File: config.mk
export PLATFORM = sky130hd
export DESIGN_NAME = exec_ctrl
export DESIGN_NICKNAME = d
export VERILOG_FILES = /design/src/rtl/exec_ctrl.sv
export SDC_FILE = /design/constraint.sdc
export NUM_CORES = 1
export LEC_CHECK = 0
export ABC_CLOCK_PERIOD_IN_PS = 3480
export CORE_MARGIN = 2
export CORE_UTILIZATION = 48
export CTS_CLUSTER_DIAMETER = 40
export CTS_CLUSTER_SIZE = 12
export DETAILED_ROUTE_END_ITERATION = 12
export PLACE_DENSITY = 0.84
export RECOVER_POWER = 100
export SYNTH_ARGS = -nofsm -noshare
export SYNTH_HDL_FRONTEND = slang
export SYNTH_SLANG_ARGS = --single-unit
export TNS_END_PERCENT = 100
File: constraint.sdc
create_clock -name clk -period 3.48 [get_ports clk]
set_input_delay 0.522 -clock clk [delete_from_list [all_inputs] [get_ports clk]]
set_output_delay 0.522 -clock clk [all_outputs]
set_load 0.005 [all_outputs]
File: src/rtl/exec_ctrl.sv
// exec_ctrl: run / halt / single-step execution controller with an optional
// instruction-address breakpoint and a saturating executed-cycle counter.
//
// Configuration macro: EXEC_CTRL_BP_EN
//   defined   -> breakpoint logic, the BREAK state and bp_hit are built in.
//   undefined -> bp_en/bp_addr are ignored, bp_hit is tied 0, and RUN stops
//                only on a halt edge.
//
// Ports:
//   clk        in   sole clock, rising edge
//   rst_n      in   synchronous active-low reset
//   run        in   level button; a rising edge requests free-run
//   halt       in   level button; a rising edge requests stop
//   step       in   level button; a rising edge requests one instruction
//   clr_cnt    in   synchronous clear of cycle_cnt
//   ip         in   current program-counter value
//   bp_en      in   breakpoint enable
//   bp_addr    in   breakpoint instruction address
//   cpu_en     out  datapath enable (combinational)
//   state      out  HALT=00 RUN=01 STEP=10 BREAK=11 (registered)
//   bp_hit     out  high while in BREAK (registered)
//   cycle_cnt  out  count of cycles with cpu_en=1, saturating (registered)
module exec_ctrl #(
    parameter int unsigned CNT_W = 16
) (
    input  logic             clk,
    input  logic             rst_n,
    input  logic             run,
    input  logic             halt,
    input  logic             step,
    input  logic             clr_cnt,
    input  logic [4:0]       ip,
    input  logic             bp_en,
    input  logic [4:0]       bp_addr,
    output logic             cpu_en,
    output logic [1:0]       state,
    output logic             bp_hit,
    output logic [CNT_W-1:0] cycle_cnt
);

    typedef enum logic [1:0] {
        ST_HALT  = 2'b00,
        ST_RUN   = 2'b01,
        ST_STEP  = 2'b10,
        ST_BREAK = 2'b11
    } state_t;

    state_t cur_state;
    state_t next_state;

    logic run_q;
    logic halt_q;
    logic step_q;
    logic run_edge;
    logic halt_edge;
    logic step_edge;
    logic bp_match;

    assign state = cur_state;

    // Rising-edge detection against the previous-cycle button levels
    assign run_edge  = run  & ~run_q;
    assign halt_edge = halt & ~halt_q;
    assign step_edge = step & ~step_q;

`ifdef EXEC_CTRL_BP_EN
    logic skip;

    // skip lets a resume from bp_addr execute that instruction once
    assign bp_match = bp_en && (ip == bp_addr) && !skip;

    always_ff @(posedge clk) begin
        if (!rst_n) begin
            skip   <= 1'b0;
            bp_hit <= 1'b0;
        end else begin
            bp_hit <= (next_state == ST_BREAK);
            if (next_state == ST_RUN && cur_state != ST_RUN) begin
                skip <= 1'b1;
            end else if (cur_state == ST_RUN && cpu_en) begin
                skip <= 1'b0;
            end
        end
    end
`else
    logic unused_bp;

    assign unused_bp = ^{ip, bp_en, bp_addr};
    assign bp_match  = 1'b0;
    assign bp_hit    = 1'b0;
`endif

    // Next-state and datapath enable; halt > step > run, others dropped
    always_comb begin
        next_state = cur_state;
        cpu_en     = 1'b0;
        case (cur_state)
            ST_HALT, ST_BREAK: begin
                if (halt_edge) begin
                    next_state = ST_HALT;
                end else if (step_edge) begin
                    next_state = ST_STEP;
                end else if (run_edge) begin
                    next_state = ST_RUN;
                end
            end
            ST_STEP: begin
                cpu_en     = 1'b1;
                next_state = ST_HALT;
            end
            ST_RUN: begin
                if (halt_edge) begin
                    next_state = ST_HALT;
                end else if (bp_match) begin
                    next_state = ST_BREAK;
                end else begin
                    cpu_en = 1'b1;
                end
            end
            default: next_state = ST_HALT;
        endcase
        // A cycle under reset never executes
        if (!rst_n) begin
            cpu_en = 1'b0;
        end
    end

    // State, edge-detect history and cycle counter
    always_ff @(posedge clk) begin
        if (!rst_n) begin
            cur_state <= ST_HALT;
            run_q     <= 1'b1;
            halt_q    <= 1'b1;
            step_q    <= 1'b1;
            cycle_cnt <= '0;
        end else begin
            cur_state <= next_state;
            run_q     <= run;
            halt_q    <= halt;
            step_q    <= step;
            if (clr_cnt) begin
                cycle_cnt <= '0;
            end else if (cpu_en && cycle_cnt != {CNT_W{1'b1}}) begin
                cycle_cnt <= cycle_cnt + CNT_W'(1);
            end
        end
    end

endmodule

# [Word level (Yosys, flattened, before mapping)]
# Cells that the tools add are included.
[totals] register_bits=21 latchBits=0 mem_bits_rw=0 mem_bits_ro=0 input_bits=17 output_inout_bits=20 elab_cells=32 n_memories=0
[classes] n_addsub=1 mul=0 div=0 magnitude_cmp=0 n_eq_ne=6 shifts=0 muxes=8 bitwise=7 n_reduce_logical=5
[ops] cell="$add 16x1->16 const B" n=1
[ops] cell="$ne 16x16->1 const B" n=1
[ops] cell="$mux 2" n=4
[ops] cell="$pmux 2 s3" n=1
[ops] cell="$eq 2x2->1 const B" n=2
[ops] cell="$ne 4x4->1 const B" n=1
[ops] cell="$not 1->1" n=4
[ops] cell="$reduce_or 2->1" n=2
[ops] cell="$and 1x1->1" n=3
[ops] cell="$eq 2x1->1 const B" n=1
[ops] cell="$logic_not 2->1" n=1
[ops] cell="$mux 1" n=2
[ops] cell="$ne 2x2->1 const B" n=1
[ops] cell="$pmux 1 s2" n=1
[ops] cell="$reduce_and 2->1" n=1
[ops] cell="$logic_and 1x1->1" n=1

# [Logic depth before layout (Yosys ltp)]
[depth] word_depth=6 mapped_depth=9 ltp_nobuf=8

# [Least setup slack after synthesis]
# OpenSTA, ideal clock, no wires.
[synth_path] kind="flip-flop to flip-flop" startpoint="register cur_state[0] (netlist: state[0])" endpoint="register cycle_cnt[14]" t_arrival_ps=2173 path_slack_ps=1183 stages_incl_launch_ff=9 n_path_buf=1 period_less_slack_ps=2297 path_cell_list="dfxtp_1 > inv_1 > ha_1 > nand2b_1 > or3b_1 > buf_2 > nor4_4 > and4b_1 > mux2_1"
[synth_between] elab_chain_len=4 word_cells_on_any_way=5 cone_classes="2 x eq/ne; 2 x mux; 1 x reduce/logical"
[synth_rtl] item="start, declared" line="48" rtl="state_t cur_state;"
[synth_rtl] item="start signal, assigned" line="137" rtl="cur_state <= next_state;"
[synth_rtl] item="$eq 2x1->1 / $eq 2x2->1 (equally long branches)" line="97" rtl="case (cur_state)"
[synth_rtl] item="$pmux 1 s2 (*)" line="97"
[synth_rtl] item="$mux 1 (*)" line="123" rtl="if (!rst_n) begin"
[synth_rtl] item="$logic_and 1x1->1 (*)" line="143" rtl="end else if (cpu_en && cycle_cnt != {CNT_W{1'b1}}) begin"
[synth_rtl] item="end signal, assigned" line="144" rtl="cycle_cnt <= cycle_cnt + CNT_W'(1);"
[synth_rtl] item="end, declared" line="38" rtl="output logic [CNT_W-1:0] cycle_cnt"
# Mark *: on every way between the ends. The rest lies on a longest branch, timed or not.
# A chain may end at the register's enable or synchronous reset.

# [Worst setup path after layout]
[layout_path] startpoint="input halt" endpoint="output cpu_en"
[layout_between] elab_chain_len=4
[layout_rtl] item="start, declared" line="29" rtl="input logic halt,"
[layout_rtl] item="$and 1x1->1" line="63" rtl="assign halt_edge = halt & ~halt_q;"
[layout_rtl] item="$mux 1" line="112" rtl="if (halt_edge) begin"
[layout_rtl] item="$pmux 1 s2" line="97"
[layout_rtl] item="$mux 1" line="123"
[layout_rtl] item="end, declared" line="35" rtl="output logic cpu_en,"
# No other way between the ends.

==> summary.md <==
| Metric | Value |
|---|---|
| Number of buffers created by CTS | 3 |
| Final Skew | between 0.01 and 0.015 ns |
| Share of post-route cells with drive strength above 1 | 0.0526 |
| Netlist cell types | 34 |
| ANT cells | 0 |
| Placer Congestion | 0.904 |
| Final core occ | 0.616 |
| CP bufs+invs | 3 |
| Final wirelength | 2340 um |
| CP Launch Type | input port |
| # DRC | 0 |
| Sequential Area | between 400 and 500 sq um |
| Vias | 1008 |
| Net Count, Synth | 149 |
| Crit path max fanout | 9 |
| DR pass1 iterations | 4 |
| Area share of the largest cell type after synthesis | 0.381 |
| CP Data Arrival Time | 2.59 ns |
| Status | complete, no violations |
| Synth Area in Compound Gates | 0.0556 |
| # clock sinks | 21 |
| Max_slew headroom | 0.444 |
| Die Wd | 51.9 um |
| GRT busiest layer | met2 |
| Leakage | about 0.00050 uW |
| Post-cts resize count | 0 |
| Post-Syn Area per Cell | roughly 8.5 sq um |
| Filler cells | roughly 190 |
| Simple-gate area share of the yosys netlist | 0.386 |
| Start point of the worst hold path | state[0] |
| Height of the die | between 50 and 60 um |
| Setup crit end kind | output pin |
| Placed cell areas | 1340 sq um |
| Num rows | 17 |
| DR vias/cell | 5.60 |
| Vias in the first global route | 937 |
| Cell mode on critical path | dlygate4sd3_1 |
| Asr flop ratio synth | 0 |
| Area growth from synthesis to layout | 22.5% |
| Sequential fraction of the synthesis area | 0.381 |
| Register clock-pin slew on the reported worst setup and hold paths | between 0.1 and 0.15 ns |
| Crit path cell chain | dlygate4sd3_1, or3b_2, or3b_1, inv_1, dlygate4sd3_1 |
| Post-DP HPWL | between 1500 and 2000 um |
| Final Hold Vio Count | 0 |
| Grt met1 use | 0.190 |
| CTS H-Tree Depth | 1 |
| GRT overflow | 0 |
| Dominant register cell in the synthesized netlist | dfxtp_1 |
| VDD IR-drop max | 308 uV |
| Setup_tns | 0 ns |
| R2R Path Start | state[0] |
| Largest family of logic cells by synthesized area | simple AND/OR/NAND/NOR gates |
| Syn Std Cell Area | 1100 sq um |
| Most common cell after layout, fill and taps aside | nor2_1 |
| Worst min-delay path category | reg2reg |
| WS Path Type | in2out |
| Req. time, crit path | just under 3 ns |
| Hold_buf cts | 0 |
| Tcrit/Tclk final | 0.894 |
| Post-synthesis mux area share | 0.0102 |
| Crit. Startpoint | halt |
| Worst Tran Pin Value | 0.827 ns |
| Root buffer cell | clkbuf_4 |
| CP peak stage delay | 0.59 ns |
| Ys Warns | 0 |
| Max Cap Violations | 0 |
| Syn Inst Count | 129 |
| First-pass GRT wire length | 3750 um |
| Pin count of the biggest net entering global routing | 18 |
| CP max stage cell | dlygate4sd3_1 |
| Max Clk Rate | around 320 MHz |
| Max Slew Vio Count | 0 |
| Total setup buffers inserted after CTS | 0 |
| Design Area, Final | around 1400 sq um |
| CP delay by family, top | buffers and inverters |
| CTS tree | yes |
| Synth Register Bits | 21 |
| Antenna-violating nets left | 0 |
| Initial core utilization | 0.503 |
| Worst skew pair latency | 0.31 ns |
| Adder-cell area share of the yosys netlist | 0.0341 |
| Largest cells by area after synthesis | dfxtp_1 38%, nor2_1 8.2%, xnor2_1 6.4%, nand2b_1 4.0%, nand4_1 4.0% |
| Total Power | 387 uW |
| # IOs | 37 |
| Most frequent cells in the layout | 24 x nor2_1, 21 x dfxtp_1, 21 x dlygate4sd3_1 |
| Wire per inst | about 13 um |
| Post-synth EDFFs | 0 |
| All-Layer GR Usage | 0.186 |
| DRT iter0 DRCs | 32 |
| Net total in the final layout | 173 |
| Yosys top cell by area | dfxtp_1 |
| CORE AREA | between 2000 and 2500 sq um |
| Pwr Density | 287 nW/um^2 |
| Area of the multi-input gates | 608 sq um |
| PortBufs | 24 |
| Initial antenna violation count | 0 |
| Global Route met3 Usage | 0.0603 |
| RSZ-0062 raised after global routing | no |
| Die ar. | 2700 sq um |
| Post-synthesis xor/xnor area fraction | 0.0795 |
| Final Critical Period | 3.11 ns |
| Max Buffers Root-to-Sink | 2 |
| GRT met2 Usage | 0.357 |
| Setup violation total in the final timing report | 0 |
-- worst min-delay path: stages, from the launching register on --
cell and delay (ns):
dfxtp_1 0.35, inv_1 0.07, a211oi_1 0.07
-- logic make-up (layout without fill, tap and decap cells) --
| logic type | after synthesis | in the layout |
|---|---|---|
| xor gates and xnor gates | 10 | 10 |
| and+or+nand+nor | 73 | 73 |
| AOI/OAI and AO/OA | 10 | 10 |
| other | 1 | 1 |
| DFF | 21 | 21 |
| adders and majority gates | 3 | 3 |
| buffers and inverters | 10 | 33 |
| muxes | 1 | 1 |
-- metrics by stage --
step	hold slack [ns]	cells	setup slack, ns
5_1_grt	0.584	180	0.260
6_report	0.527	180	0.369
3_5_place_dp	0.509	176	0.514
4_1_cts	0.527	180	0.507
2_1_floorplan	0.488	129	1.18
3_3_place_gp	0.500	176	0.528
-- cells in the mapped netlist (2+ instances only) --
library cell  instances
inv_1                 5
ha_1                  3
nand2b_1              7
a21oi_1               5
nor3_1                3
xnor2_1               8
nand3_1               5
a211oi_1              3
xor2_1                2
nand2_1               8
and3_1                2
nor2_1               24
nand4_1               7
buf_4                 3
nor4_1                4
nor3b_1               2
dfxtp_1              21
-- layer usage --
metal | up-vias | wire length (um)
met5 | - | 0
met4 | 0 | 21
met3 | 4 | 152
met2 | 36 | 1240
met1 | 470 | 927
li1 | 498 | -
-- sequential cells by signal, indices dropped and copies added, names as in the netlist --
name / count
cycle_cnt: 16
halt_q: 1
state: 2
step_q: 1
run_q: 1
-- power by group --
part / switching [uW] / leakage, uW / internal, uW
Clock: 74.6 / 0.0000177 / 43.0
Sequential: 1.67 / 0.000170 / 243
Combinational: 12.5 / 0.000316 / 12.3
-- cell type report --
| cell class | instances | share of cell area |
|---|---|---|
| flip-flops and latches | 21 | 0.311 |
| inverters | 5 | 0.0139 |
| clock inverters | 1 | 0.00371 |
| repair buffers | 24 | 0.178 |
| clock buffers | 3 | 0.0167 |
| multi-input cells | 98 | 0.450 |
| well taps | 28 | 0.0260 |
-- worst paths after layout --
kind,cells after the start,to,slack (ns)
min,2,state[0],0.53
min reg2reg,2,state[0],0.53
max,5,cpu_en,0.37
max reg2reg,7,cycle_cnt[14],0.87
Note: power is estimated with default switching activity, not from simulation.
